`config.mk`:
```
export PLATFORM = sky130hd
export DESIGN_NAME = mc_ctrl
export DESIGN_NICKNAME = d
export VERILOG_FILES = /design/src/rtl/mc_ctrl_pkg.sv /design/src/rtl/mc_ctrl_decode.sv /design/src/rtl/mc_ctrl.sv
export SDC_FILE = /design/constraint.sdc
export NUM_CORES = 1
export LEC_CHECK = 0
export BUFFER_PORTS_ARGS = -buffer_cell sky130_fd_sc_hd__buf_2
export CELL_PAD_IN_SITES_DETAIL_PLACEMENT = 0
export CELL_PAD_IN_SITES_GLOBAL_PLACEMENT = 1
export CORE_MARGIN = 3
export CORE_UTILIZATION = 32
export CTS_BUF_LIST = sky130_fd_sc_hd__clkbuf_8 sky130_fd_sc_hd__clkbuf_16
export DETAILED_ROUTE_END_ITERATION = 6
export HOLD_SLACK_MARGIN = 0.15
export PLACE_DENSITY_LB_ADDON = 0.15
export SETUP_SLACK_MARGIN = 0.3
export SLEW_MARGIN = 20
export SYNTH_ARGS = -nofsm -noshare
export SYNTH_HDL_FRONTEND = slang
export SYNTH_SLANG_ARGS = --single-unit
```
`constraint.sdc`:
```
create_clock -name clk -period 2.8 [get_ports clk]
set_input_delay 0.56 -clock clk [delete_from_list [all_inputs] [get_ports clk]]
set_output_delay 0.56 -clock clk [all_outputs]
set_load 0.1 [all_outputs]
```
`src/rtl/mc_ctrl_pkg.sv`:
```
// mc_ctrl_pkg: shared state, opcode, ALU code and instruction-class definitions
// for the multi-cycle MIPS control sequencer.
`default_nettype none

package mc_ctrl_pkg;

  typedef enum logic [2:0] {
    S_FETCH  = 3'd0,
    S_DECODE = 3'd1,
    S_EXEC   = 3'd2,
    S_MEM    = 3'd3,
    S_WB     = 3'd4,
    S_TRAP   = 3'd7
  } state_t;

  typedef enum logic [3:0] {
    RTYPE_ALU = 4'd0,
    IMM_ALU   = 4'd1,
    LOAD      = 4'd2,
    STORE     = 4'd3,
    BRANCH    = 4'd4,
    JUMP      = 4'd5,
    JAL       = 4'd6,
    JR        = 4'd7,
    ILLEGAL   = 4'd8
  } iclass_t;

  localparam logic [5:0] OP_RTYPE = 6'h00;
  localparam logic [5:0] OP_J     = 6'h02;
  localparam logic [5:0] OP_JAL   = 6'h03;
  localparam logic [5:0] OP_BEQ   = 6'h04;
  localparam logic [5:0] OP_ORI   = 6'h0D;
  localparam logic [5:0] OP_LUI   = 6'h0F;
  localparam logic [5:0] OP_LW    = 6'h23;
  localparam logic [5:0] OP_SW    = 6'h2B;

  localparam logic [5:0] FN_SLL   = 6'h00;
  localparam logic [5:0] FN_JR    = 6'h08;
  localparam logic [5:0] FN_ADDU  = 6'h21;
  localparam logic [5:0] FN_SUBU  = 6'h23;

  localparam logic [2:0] ALU_ADD  = 3'b000;
  localparam logic [2:0] ALU_SUB  = 3'b001;
  localparam logic [2:0] ALU_OR   = 3'b010;
  localparam logic [2:0] ALU_LUI  = 3'b011;
  localparam logic [2:0] ALU_SLL  = 3'b100;

  // ALU function for any instruction that reaches EXEC; loads/stores add.
  function automatic logic [2:0] alu_sel(input logic [5:0] opc, input logic [5:0] fn);
    logic [2:0] op;
    op = ALU_ADD;
    case (opc)
      OP_RTYPE: begin
        if (fn == FN_SUBU)     op = ALU_SUB;
        else if (fn == FN_SLL) op = ALU_SLL;
        else                   op = ALU_ADD;
      end
      OP_BEQ:  op = ALU_SUB;
      OP_ORI:  op = ALU_OR;
      OP_LUI:  op = ALU_LUI;
      default: op = ALU_ADD;
    endcase
    return op;
  endfunction

endpackage

`default_nettype wire

```
`src/rtl/mc_ctrl_decode.sv`:
```
// mc_decode: combinational opCode/Funct to instruction-class classifier.
`default_nettype none

module mc_decode
  import mc_ctrl_pkg::*;
(
  input  logic [5:0] opCode,
  input  logic [5:0] Funct,
  output iclass_t    iclass
);

  always_comb begin
    iclass = ILLEGAL;
    case (opCode)
      OP_RTYPE: begin
        case (Funct)
          FN_ADDU, FN_SUBU, FN_SLL: iclass = RTYPE_ALU;
          FN_JR:                    iclass = JR;
          default:                  iclass = ILLEGAL;
        endcase
      end
      OP_ORI, OP_LUI: iclass = IMM_ALU;
      OP_LW:          iclass = LOAD;
      OP_SW:          iclass = STORE;
      OP_BEQ:         iclass = BRANCH;
      OP_J:           iclass = JUMP;
      OP_JAL:         iclass = JAL;
      default:        iclass = ILLEGAL;
    endcase
  end

endmodule

`default_nettype wire

```
`src/rtl/mc_ctrl.sv`:
```
// mc_ctrl: multi-cycle MIPS control FSM (FETCH/DECODE/EXEC/MEM/WB/TRAP).
// Optional performance counters are enabled with MC_CTRL_PERF_EN.
`default_nettype none

module mc_ctrl
  import mc_ctrl_pkg::*;
#(
  parameter int RESET_PC_HOLD = 0
) (
  input  logic       clk,
  input  logic       reset,
  input  logic [5:0] opCode,
  input  logic [5:0] Funct,
  input  logic       aluZero,
  input  logic       memReady,
  output logic       memRead,
  output logic       MemWrite,
  output logic       RegWrite,
  output logic       RegDst,
  output logic       ALUSrc,
  output logic       Branch,
  output logic       MemtoReg,
  output logic       EXTop,
  output logic       Jump,
  output logic       writeR31,
  output logic       JumpToReg,
  output logic [2:0] ALUop,
  output logic       IRWrite,
  output logic       PCWrite,
  output logic [2:0] state,
  output logic       illegal
`ifdef MC_CTRL_PERF_EN
  ,
  output logic [31:0] instrCount,
  output logic [31:0] cycleCount
`endif
);

  localparam int HOLD_W = (RESET_PC_HOLD > 0) ? $clog2(RESET_PC_HOLD + 1) : 1;

  state_t            state_q;
  state_t            state_d;
  iclass_t           iclass;
  logic [HOLD_W-1:0] hold_cnt;
  logic              hold_done;
  logic              alu_phase;
  logic              unused_inputs;

  // The branch decision is taken in the datapath, so the zero flag is not needed here.
  assign unused_inputs = aluZero;

  mc_decode u_decode (
    .opCode (opCode),
    .Funct  (Funct),
    .iclass (iclass)
  );

  always_ff @(posedge clk or negedge reset) begin
    if (!reset) begin
      state_q  <= S_FETCH;
      hold_cnt <= HOLD_W'(RESET_PC_HOLD);
    end else begin
      state_q <= state_d;
      if (!hold_done) hold_cnt <= hold_cnt - HOLD_W'(1);
    end
  end

  assign hold_done = (hold_cnt == '0);
  assign state     = state_q;
  // ALU controls stay valid through MEM and WB so address/result are stable.
  assign alu_phase = (state_q == S_EXEC) || (state_q == S_MEM) || (state_q == S_WB);

  always_comb begin
    state_d   = state_q;
    memRead   = 1'b0;
    MemWrite  = 1'b0;
    RegWrite  = 1'b0;
    RegDst    = 1'b0;
    ALUSrc    = 1'b0;
    Branch    = 1'b0;
    MemtoReg  = 1'b0;
    EXTop     = 1'b0;
    Jump      = 1'b0;
    writeR31  = 1'b0;
    JumpToReg = 1'b0;
    ALUop     = ALU_ADD;
    IRWrite   = 1'b0;
    PCWrite   = 1'b0;
    illegal   = 1'b0;

    if (alu_phase) begin
      ALUop  = alu_sel(opCode, Funct);
      ALUSrc = (iclass == IMM_ALU) || (iclass == LOAD) || (iclass == STORE);
      EXTop  = (iclass == LOAD) || (iclass == STORE);
    end

    case (state_q)
      S_FETCH: begin
        memRead = hold_done;
        // IR load is masked while reset is held so no strobe leaks out of reset.
        if (hold_done && memReady && reset) begin
          IRWrite = 1'b1;
          state_d = S_DECODE;
        end
      end
      S_DECODE: begin
        case (iclass)
          JUMP: begin
            Jump    = 1'b1;
            PCWrite = 1'b1;
            state_d = S_FETCH;
          end
          JAL: begin
            Jump     = 1'b1;
            writeR31 = 1'b1;
            RegWrite = 1'b1;
            PCWrite  = 1'b1;
            state_d  = S_FETCH;
          end
          JR: begin
            JumpToReg = 1'b1;
            PCWrite   = 1'b1;
            state_d   = S_FETCH;
          end
          ILLEGAL: state_d = S_TRAP;
          default: state_d = S_EXEC;
        endcase
      end
      S_EXEC: begin
        case (iclass)
          BRANCH: begin
            Branch  = 1'b1;
            PCWrite = 1'b1;
            state_d = S_FETCH;
          end
          LOAD, STORE:        state_d = S_MEM;
          RTYPE_ALU, IMM_ALU: state_d = S_WB;
          default:            state_d = S_TRAP;
        endcase
      end
      S_MEM: begin
        case (iclass)
          LOAD: begin
            memRead = 1'b1;
            if (memReady) state_d = S_WB;
          end
          STORE: begin
            MemWrite = 1'b1;
            if (memReady) begin
              PCWrite = 1'b1;
              state_d = S_FETCH;
            end
          end
          default: state_d = S_TRAP;
        endcase
      end
      S_WB: begin
        RegWrite = 1'b1;
        PCWrite  = 1'b1;
        RegDst   = (iclass == RTYPE_ALU);
        MemtoReg = (iclass == LOAD);
        state_d  = S_FETCH;
      end
      S_TRAP: begin
        illegal = 1'b1;
      end
      default: state_d = S_TRAP;
    endcase

    // Nothing but the trap flag may be driven while trapped.
    if (state_q == S_TRAP) begin
      ALUop  = ALU_ADD;
      ALUSrc = 1'b0;
      EXTop  = 1'b0;
    end
  end

`ifdef MC_CTRL_PERF_EN
  always_ff @(posedge clk or negedge reset) begin
    if (!reset) begin
      instrCount <= 32'd0;
      cycleCount <= 32'd0;
    end else begin
      if (PCWrite) instrCount <= instrCount + 32'd1;
      if (state_q != S_TRAP) cycleCount <= cycleCount + 32'd1;
    end
  end
`endif

endmodule

`default_nettype wire

```
# == Word-level counts from Yosys, hierarchy flattened ==
# Cells that the tools add are included.
# word_totals
regBits,4
input_bits,16
output_inout_bits,20
wordCells,90
# classes
addsub,1
eq_ne,26
mux,41
bitwise_logic,2
reduce_logical,18
# ops
cell,n
case mux 4 bit (7 select lines),1
"== test 6 bit, second input constant",4
two-way mux 1 bit,24
two-way mux 3 bit,7
"== test 6 x 4 -> 1 bit, second input constant",3
case mux 3 bit (6 select lines),1
"== test 4 x 3 -> 1 bit, second input constant",4
"== test 6 x 2 -> 1 bit, second input constant",2
logical NOT 6 bit,2
case mux 3 bit (2 select lines),2
case mux 3 bit (4 select lines),1
case mux 3 bit (3 select lines),1
"== test 4 x 2 -> 1 bit, second input constant",2
case mux 4 bit (2 select lines),1
OR reduction 2 bit,4
"== test 3 x 2 -> 1 bit, second input constant",2
"== test 3 bit, second input constant",2
"== test 6 x 3 -> 1 bit, second input constant",1
"inequality test 3 bit, second input constant",2
OR reduction 3 bit,2
logical OR 1 bit,5
"== test 4 x 1 -> 1 bit, second input constant",1
"== test 4 bit, second input constant",1
logical NOT 4 bit,1
other kinds (9),12

# == Longest topological paths before layout ==
# Gate-level depths: netlist (run 1).
# logic_depth
word_depth,9
depth_mapped,8
mapped_depth_nobuf,6

# == Hierarchy ==
# Synthesis (run 1) repeated with hierarchy kept, for this count alone.
# unflattened
hier_cells,101
hier_area_um2,666.9
# by_module_without_submodules
module,n_inst,cells_per_inst,area_each_um2,seq_area_each_um2
mc_ctrl,1,71,473.0,75.1
mc_decode,1,30,193.9,0.0

# == Least setup slack after synthesis (run 1) ==
# Ideal clock, no wire load.
# synth_timing
path_type,register to output
startpoint,"register state_q[2], in the netlist state[2]"
endpoint,output ALUop[2]
arrival_time_ns,4.748
required_time_ns,2.240
slack_ns,-2.508
path_stages_with_launch,5
path_buffers,1
cell_sequence,dfrtp_1 -> clkbuf_1 -> nand2_1 -> and2_1 -> nor4b_1
# synth_via
elab_chain_len,5
word_cells_on_any_way,8
cone_classes,4 x eq/ne; 2 x mux; 2 x reduce/logical
# synth_rtl
element,line_no,source
"start, declared",mc_ctrl.sv:41,state_t state_q;
"start signal, assigned",mc_ctrl.sv:63,state_q <= state_d;
== test 3 x 2 -> 1 bit,mc_ctrl.sv:71,assign alu_phase = (state_q == S_EXEC) || (state_q == S_MEM) || (state_q == S_WB);
logical OR 1 bit (2 in series),mc_ctrl.sv:71,
two-way mux 3 bit,mc_ctrl.sv:91,if (alu_phase) begin
two-way mux 3 bit *,mc_ctrl.sv:171,if (state_q == S_TRAP) begin
"end, declared",mc_ctrl.sv:27,"output logic [2:0] ALUop,"
# Mark *: on every way between the ends. The rest lies on a longest branch, timed or not.

# == Worst setup path after layout (run 1) ==
# layout_timing
startpoint,input opCode[2]
endpoint,output PCWrite
# layout_via
elab_chain_len,7
word_cells_on_any_way,20
cone_classes,12 x eq/ne; 5 x mux; 3 x reduce/logical
# layout_rtl
element,line_no,source
"start, declared",mc_ctrl.sv:12,"input logic [5:0] opCode,"
== test 6 x 4 -> 1 bit,mc_ctrl_decode.sv:14,case (opCode)
OR reduction 2 bit,mc_ctrl_decode.sv:14,
case mux 4 bit (7 select lines) *,mc_ctrl_decode.sv:14,
== test 4 x 3 -> 1 bit,mc_ctrl.sv:107,case (iclass)
OR reduction 3 bit (no line),-,
two-way mux 1 bit,mc_ctrl.sv:107,
case mux 1 bit (4 select lines) *,mc_ctrl.sv:97,case (state_q)
"end, declared",mc_ctrl.sv:29,"output logic PCWrite,"
# Marked as above.

==> results.yml, run 1 <==
global_routing:
  gr-total-overflow: 0
  grt_pass1_vias: 1005
  grt_use_total_pct: 22.2
  grt_max_degree: 15
  grt_first_pass_wirelength_um: 4650
  antenna_found_initial: 0
layout:
  post-route-util_pct: 80.1
  drive_above_1_share_pct: 63.6
  n_antenna_cell: 0
  largest_reg_flops: 3
  area_growth_pct: 130
  final_cell_area_um2: 1620
  final_cells: 181
  nets: 171
sta:
  fmax_mhz: 383
  slew_viol_final: 0
  finalSetupViolCount: 0
  grt_setup_unrepaired: "yes"
  fin_worst_skew_ns: 0.00721
  worst_slew_pin_slew_ns: 0.489
  period_share_pct: 93.2
  min_period_ns: 2.61
  hold_viol: 0
  relSlewSlack_pct: 67.6
placed_design:
  place_congestion: 0.855
  place_area_um2: 1300
  place_inst: 163
  dpl.hpwl_um: 1860
  placement.io_buffers: 34
logic_synthesis:
  synth_edf_count: 0
  synth_top_area_share_pct: 10.7
  synthDistinctLibCells: 46
  yosysSeqAreaShare_pct: 10.7
  syn-instance-count: 105
  synth_common_cells: "10 x nand2_1, 10 x nor2_1, 5 x a21oi_1, 5 x nor3_1"
  ys_async_sr_fraction_pct: 100
  netlist_area_um2: 703
  synth-seq-cells: 3
  ys.flop_type: "dfrtp_1"
  ys_top_cells_by_area: "dfrtp_1 11%, nand2_1 5.3%, nor2_1 5.3%, nor3_2 4.3%, a21oi_1 3.6%"
  synth_nets: 121
  ys_warn_count: 0
  avgSynthCellArea_um2: 6.70
  yosysTopAreaCell: "dfrtp_1"
clock_network:
  cts_sinks: 3
  cts_buffer_depth: 2
  clock_latency_ns: 0.23
  cts_tree: "done"
  clk_pin_slew_ns: 0.04
  htree_levels: 1
  cts_buffers: 3
  cts_root_buffer: "clkbuf_8"
routing:
  postRouteAntennaNets: 0
  drt_iter0_drc: 19
  routed_via_density: 5.63
  routed_wl_um: 2890
  drc: 0
  drt-wirelength-per-cell_um: 16.0
  dr.pass1.iters: 4
  num_vias: 1019
pwr:
  power.density_nw_per_um2: 311
  total_leakage_power_nw: 0.599
  ir_drop_mv: 0.568
flow_run:
  cap_violations: 0
floorplan:
  rows: 16
  die_y_um: 52.9
  initial_core_util_pct: 34.8
  core_um2: 2020
  die-area_um2: 2800
  die_width_um: 52.9
  boundaryPins: 36
worst_setup_path:
  start_kind: "primary input"
  path_class: "primary input to primary output"
  crit_arrival_ns: 2.05
  endpoint_kind: "primary output"
  cp_data_required_time_ns: 2.24
  path_max_fanout: 8
hold_path:
  min_path_type: "primary input to async pin"
outcome:
  status: "complete, no violations"
-- cell families after synthesis --
kind of cell / share of synthesized area [%]
buffers and inverters: 7.47
AND/OR/NAND/NOR: 52.1
flip-flops: 10.7
AO/OA/AOI/OAI: 29.7
-- worst max-delay path, cell delays in order --
cell,delay (ns)
buf_12,0.11
nand3b_1,0.20
buf_4,0.17
or3_4,0.36
o22a_1,0.23
o221ai_4,0.21
buf_12,0.20
-- stage by stage --
stage                     hold slack, ns  worst slack (ns)  setup TNS, ns  total power [mW]
after floorplan                    0.264            -0.189         -0.751             0.315
after global placement             0.368             0.114              0             0.340
after detailed placement           0.374            0.0994              0             0.341
after CTS                          0.680             0.237              0             0.488
after global routing               0.699             0.135              0             0.527
final                              0.701             0.190              0             0.504
-- repair_timing --
action                                  in CTS  in global routing
pin swaps                                   12                  7
endpoints found under the setup margin      11                 10
resized for setup                           27                 14
hold buffers                                 1                  0
buffers inserted                            10                  3
hold endpoints to repair                     3                  0
-- power by group --
part	internal [mW]	switching, mW
clock	0.0940	0.0363
sequential	0.0538	0.0326
combinational	0.0874	0.200
total	0.235	0.269
-- final timing paths --
check                               start       end  slack, ns  cells past startpoint
max in group asynchronous           reset  state[0]       1.95                      2
worst max-delay path            opCode[2]   PCWrite       0.19                      7
worst min-delay path                reset  state[2]       0.70                      2
min in group clk                 state[2]  state[2]       0.73                      1
worst min register to register   state[2]  state[2]       0.73                      1
worst max register to register   state[2]  state[2]       1.02                      5
-- layout by cell type, fill, tap and decap left out, types with 2 or more instances in the layout --
cell type / instances
a21oi_1: 4
a31oi_1: 2
a31oi_2: 2
and2_1: 2
and3_1: 2
buf_12: 13
buf_2: 14
buf_4: 12
buf_6: 9
buf_8: 2
clkbuf_8: 3
dfrtp_4: 3
inv_1: 2
inv_2: 2
nand2_1: 8
nand2b_1: 2
nand3_1: 4
nand3b_1: 2
nor2_1: 4
nor2_4: 7
nor3_1: 2
nor3_4: 6
nor4_4: 4
o211ai_1: 2
o21ai_0: 2
o21ai_2: 2
or3_1: 3
-- layer usage --
layer | global-route usage [%] | vias up | routed length (um)
met2 | 36.6 | 45 | 1460
met3 | 2.54 | 4 | 177
li1 | - | 503 | -
met5 | 0 | - | 0
met1 | 29.7 | 467 | 1220
met4 | 7.23 | 0 | 42
-- area by class of cell --
class                           count  area, um2
Timing Repair Buffer               52        569
Multi-Input combinational cell     92        875
Sequential cell                     3       86.3
Inverter                            3       11.3
Clock inverter                      1       3.75
Fill cell                         134        402
Tap cell                           27       33.8
Clock buffer                        3       41.3
Power figures use the tool's default switching activity.
==> run 2, diff against run 1 <==
--- a/config.mk
+++ b/config.mk
@@ -8,10 +8,10 @@
 export BUFFER_PORTS_ARGS = -buffer_cell sky130_fd_sc_hd__buf_2
 export CELL_PAD_IN_SITES_DETAIL_PLACEMENT = 0
 export CELL_PAD_IN_SITES_GLOBAL_PLACEMENT = 1
-export CORE_MARGIN = 3
 export CORE_UTILIZATION = 32
 export CTS_BUF_LIST = sky130_fd_sc_hd__clkbuf_8 sky130_fd_sc_hd__clkbuf_16
 export DETAILED_ROUTE_END_ITERATION = 6
+export GPL_ROUTABILITY_DRIVEN = 0
 export HOLD_SLACK_MARGIN = 0.15
 export PLACE_DENSITY_LB_ADDON = 0.15
 export SETUP_SLACK_MARGIN = 0.3
==> results.yml, run 2 (synthesis gave the netlist of run 1 again) <==
outcome:
  status: "complete, no violations"
sta:
  grt_setup_unrepaired: "yes"
  slew_viol_final: 0
  relSlewSlack_pct: 58.5
  hold_viol: 0
  finalSetupViolCount: 0
  fin_hold_ws_ns: 0.151
  fmax_mhz: 393
  min_period_ns: 2.55
  fin_worst_skew_ns: 0.00189
  period_share_pct: 90.9
  worst_slew_pin_slew_ns: 0.618
placed_design:
  place_area_um2: 1300
  place_inst: 163
  dpl.hpwl_um: 1850
  placement.io_buffers: 34
worst_setup_path:
  r2r_end: "state[2]"
  endpoint: "RegWrite"
  start_kind: "primary input"
  rrSetupSlack_ns: 1.04
  r2r.worst_path.cells: 5
  path_class: "primary input to primary output"
  path_max_fanout: 7
  reg2reg_from: "state[2]"
  endpoint_kind: "primary output"
  cp_data_required_time_ns: 2.24
  crit_arrival_ns: 1.99
  crit_path_start: "opCode[4]"
floorplan:
  initial_core_util_pct: 34.8
  die_width_um: 48.9
  core_um2: 2020
  rows: 16
  boundaryPins: 36
  die_y_um: 48.9
  die-area_um2: 2390
pwr:
  ir_drop_mv: 0.493
  power.density_nw_per_um2: 318
  total_leakage_power_nw: 0.558
  total_power_uw: 480
routing:
  drt-wirelength-per-cell_um: 13.8
  routed_wl_um: 2420
  drt_iter0_drc: 16
  dr.pass1.iters: 4
  drc: 0
  num_vias: 963
  routed_via_density: 5.50
  postRouteAntennaNets: 0
clock_network:
  cts_buffers: 3
  clock_latency_ns: 0.21
  cts_tree: "done"
  htree_levels: 1
  holdBufCountCts: 0
  cts_root_buffer: "clkbuf_8"
  cts_sinks: 3
  cts_buffer_depth: 2
  clk_pin_slew_ns: 0.03
global_routing:
  grt_first_pass_wirelength_um: 4080
  grt_pass1_vias: 868
  grt_use_total_pct: 21.3
  antenna_found_initial: 0
  grt_max_degree: 15
  gr-total-overflow: 0
layout:
  nets: 165
  final_common_cell: "buf_2"
  layout_common_cells: "14 x buf_2, 11 x buf_12, 10 x buf_4, 8 x nand2_1, 8 x buf_6"
  final_cell_area_um2: 1510
  area_growth_pct: 115
  final_cells: 175
  largest_reg_flops: 3
  fill_cells: 156
  n_antenna_cell: 0
  drive_above_1_share_pct: 59.5
hold_path:
  min_path_type: "primary input to async pin"
flow_run:
  cap_violations: 0
run 2: changes by cell type in the layout (fill, tap and decap cells not counted), sizes merged:
| cell | before | now |
|---|---|---|
| dlygate4sd3 | 1 | 0 |
| buf | 50 | 45 |
run 2: area by class of cell:
class / count / area, um2 / share of cell area, %
Clock inverter: 1 / 3.75 / 0.249
Tap cell: 27 / 33.8 / 2.24
Inverter: 3 / 11.3 / 0.746
Clock buffer: 3 / 41.3 / 2.74
Timing Repair Buffer: 46 / 493 / 32.7
Multi-Input combinational cell: 92 / 840 / 55.6
Sequential cell: 3 / 86.3 / 5.72
run 2: timing repair:
action	in CTS	in global routing
cloned	0	0
pin swaps	13	5
buffers inserted	6	2
resized for setup	24	4
setup endpoints to repair	11	11
run 2: power by group:
| group | internal (mW) | leakage [nW] | switching [mW] |
|---|---|---|---|
| clock | 0.0932 | 0.0269 | 0.0269 |
| combinational | 0.0790 | 0.504 | 0.196 |
| sequential | 0.0539 | 0.0272 | 0.0313 |
| total | 0.226 | 0.558 | 0.254 |
run 2: worst min path at each step:
| stage | slack, ns | cells past startpoint | endpoint | from |
|---|---|---|---|---|
| finish | 0.15 | 1 | state[2] | reset |
| detailed placement | 0.37 | 1 | state[0] | reset |
| CTS | 0.15 | 1 | state[2] | reset |
| global placement | 0.37 | 1 | state[0] | reset |
| global route | 0.15 | 1 | state[1] | reset |
| floorplan | 0.26 | 0 | state[0] | reset |
run 2: per-layer routing:
| metal | vias to the layer above | global-route usage, % | wire length [um] |
|---|---|---|---|
| met4 | 0 | 5.88 | 0 |
| met3 | 0 | 1.25 | 117 |
| met2 | 33 | 35.4 | 1190 |
| met1 | 439 | 29.7 | 1110 |
| li1 | 491 | - | - |
| met5 | - | 0 | 0 |
run 2: per-stage QoR:
stage                     setup WS (ns)  TNS, ns  util, %
final                             0.253        0     74.6
after global placement            0.116        0     64.4
after global routing              0.167        0     74.6
after detailed placement          0.126        0     64.4
after floorplan                  -0.189   -0.751        -
after CTS                         0.241        0     73.3
run 2: worst max-delay path: stages:
cell and delay (ns):
buf_6 0.12, or2_2 0.34, nor4_1 0.28, o21ai_1 0.24, o21ai_4 0.25, buf_12 0.19
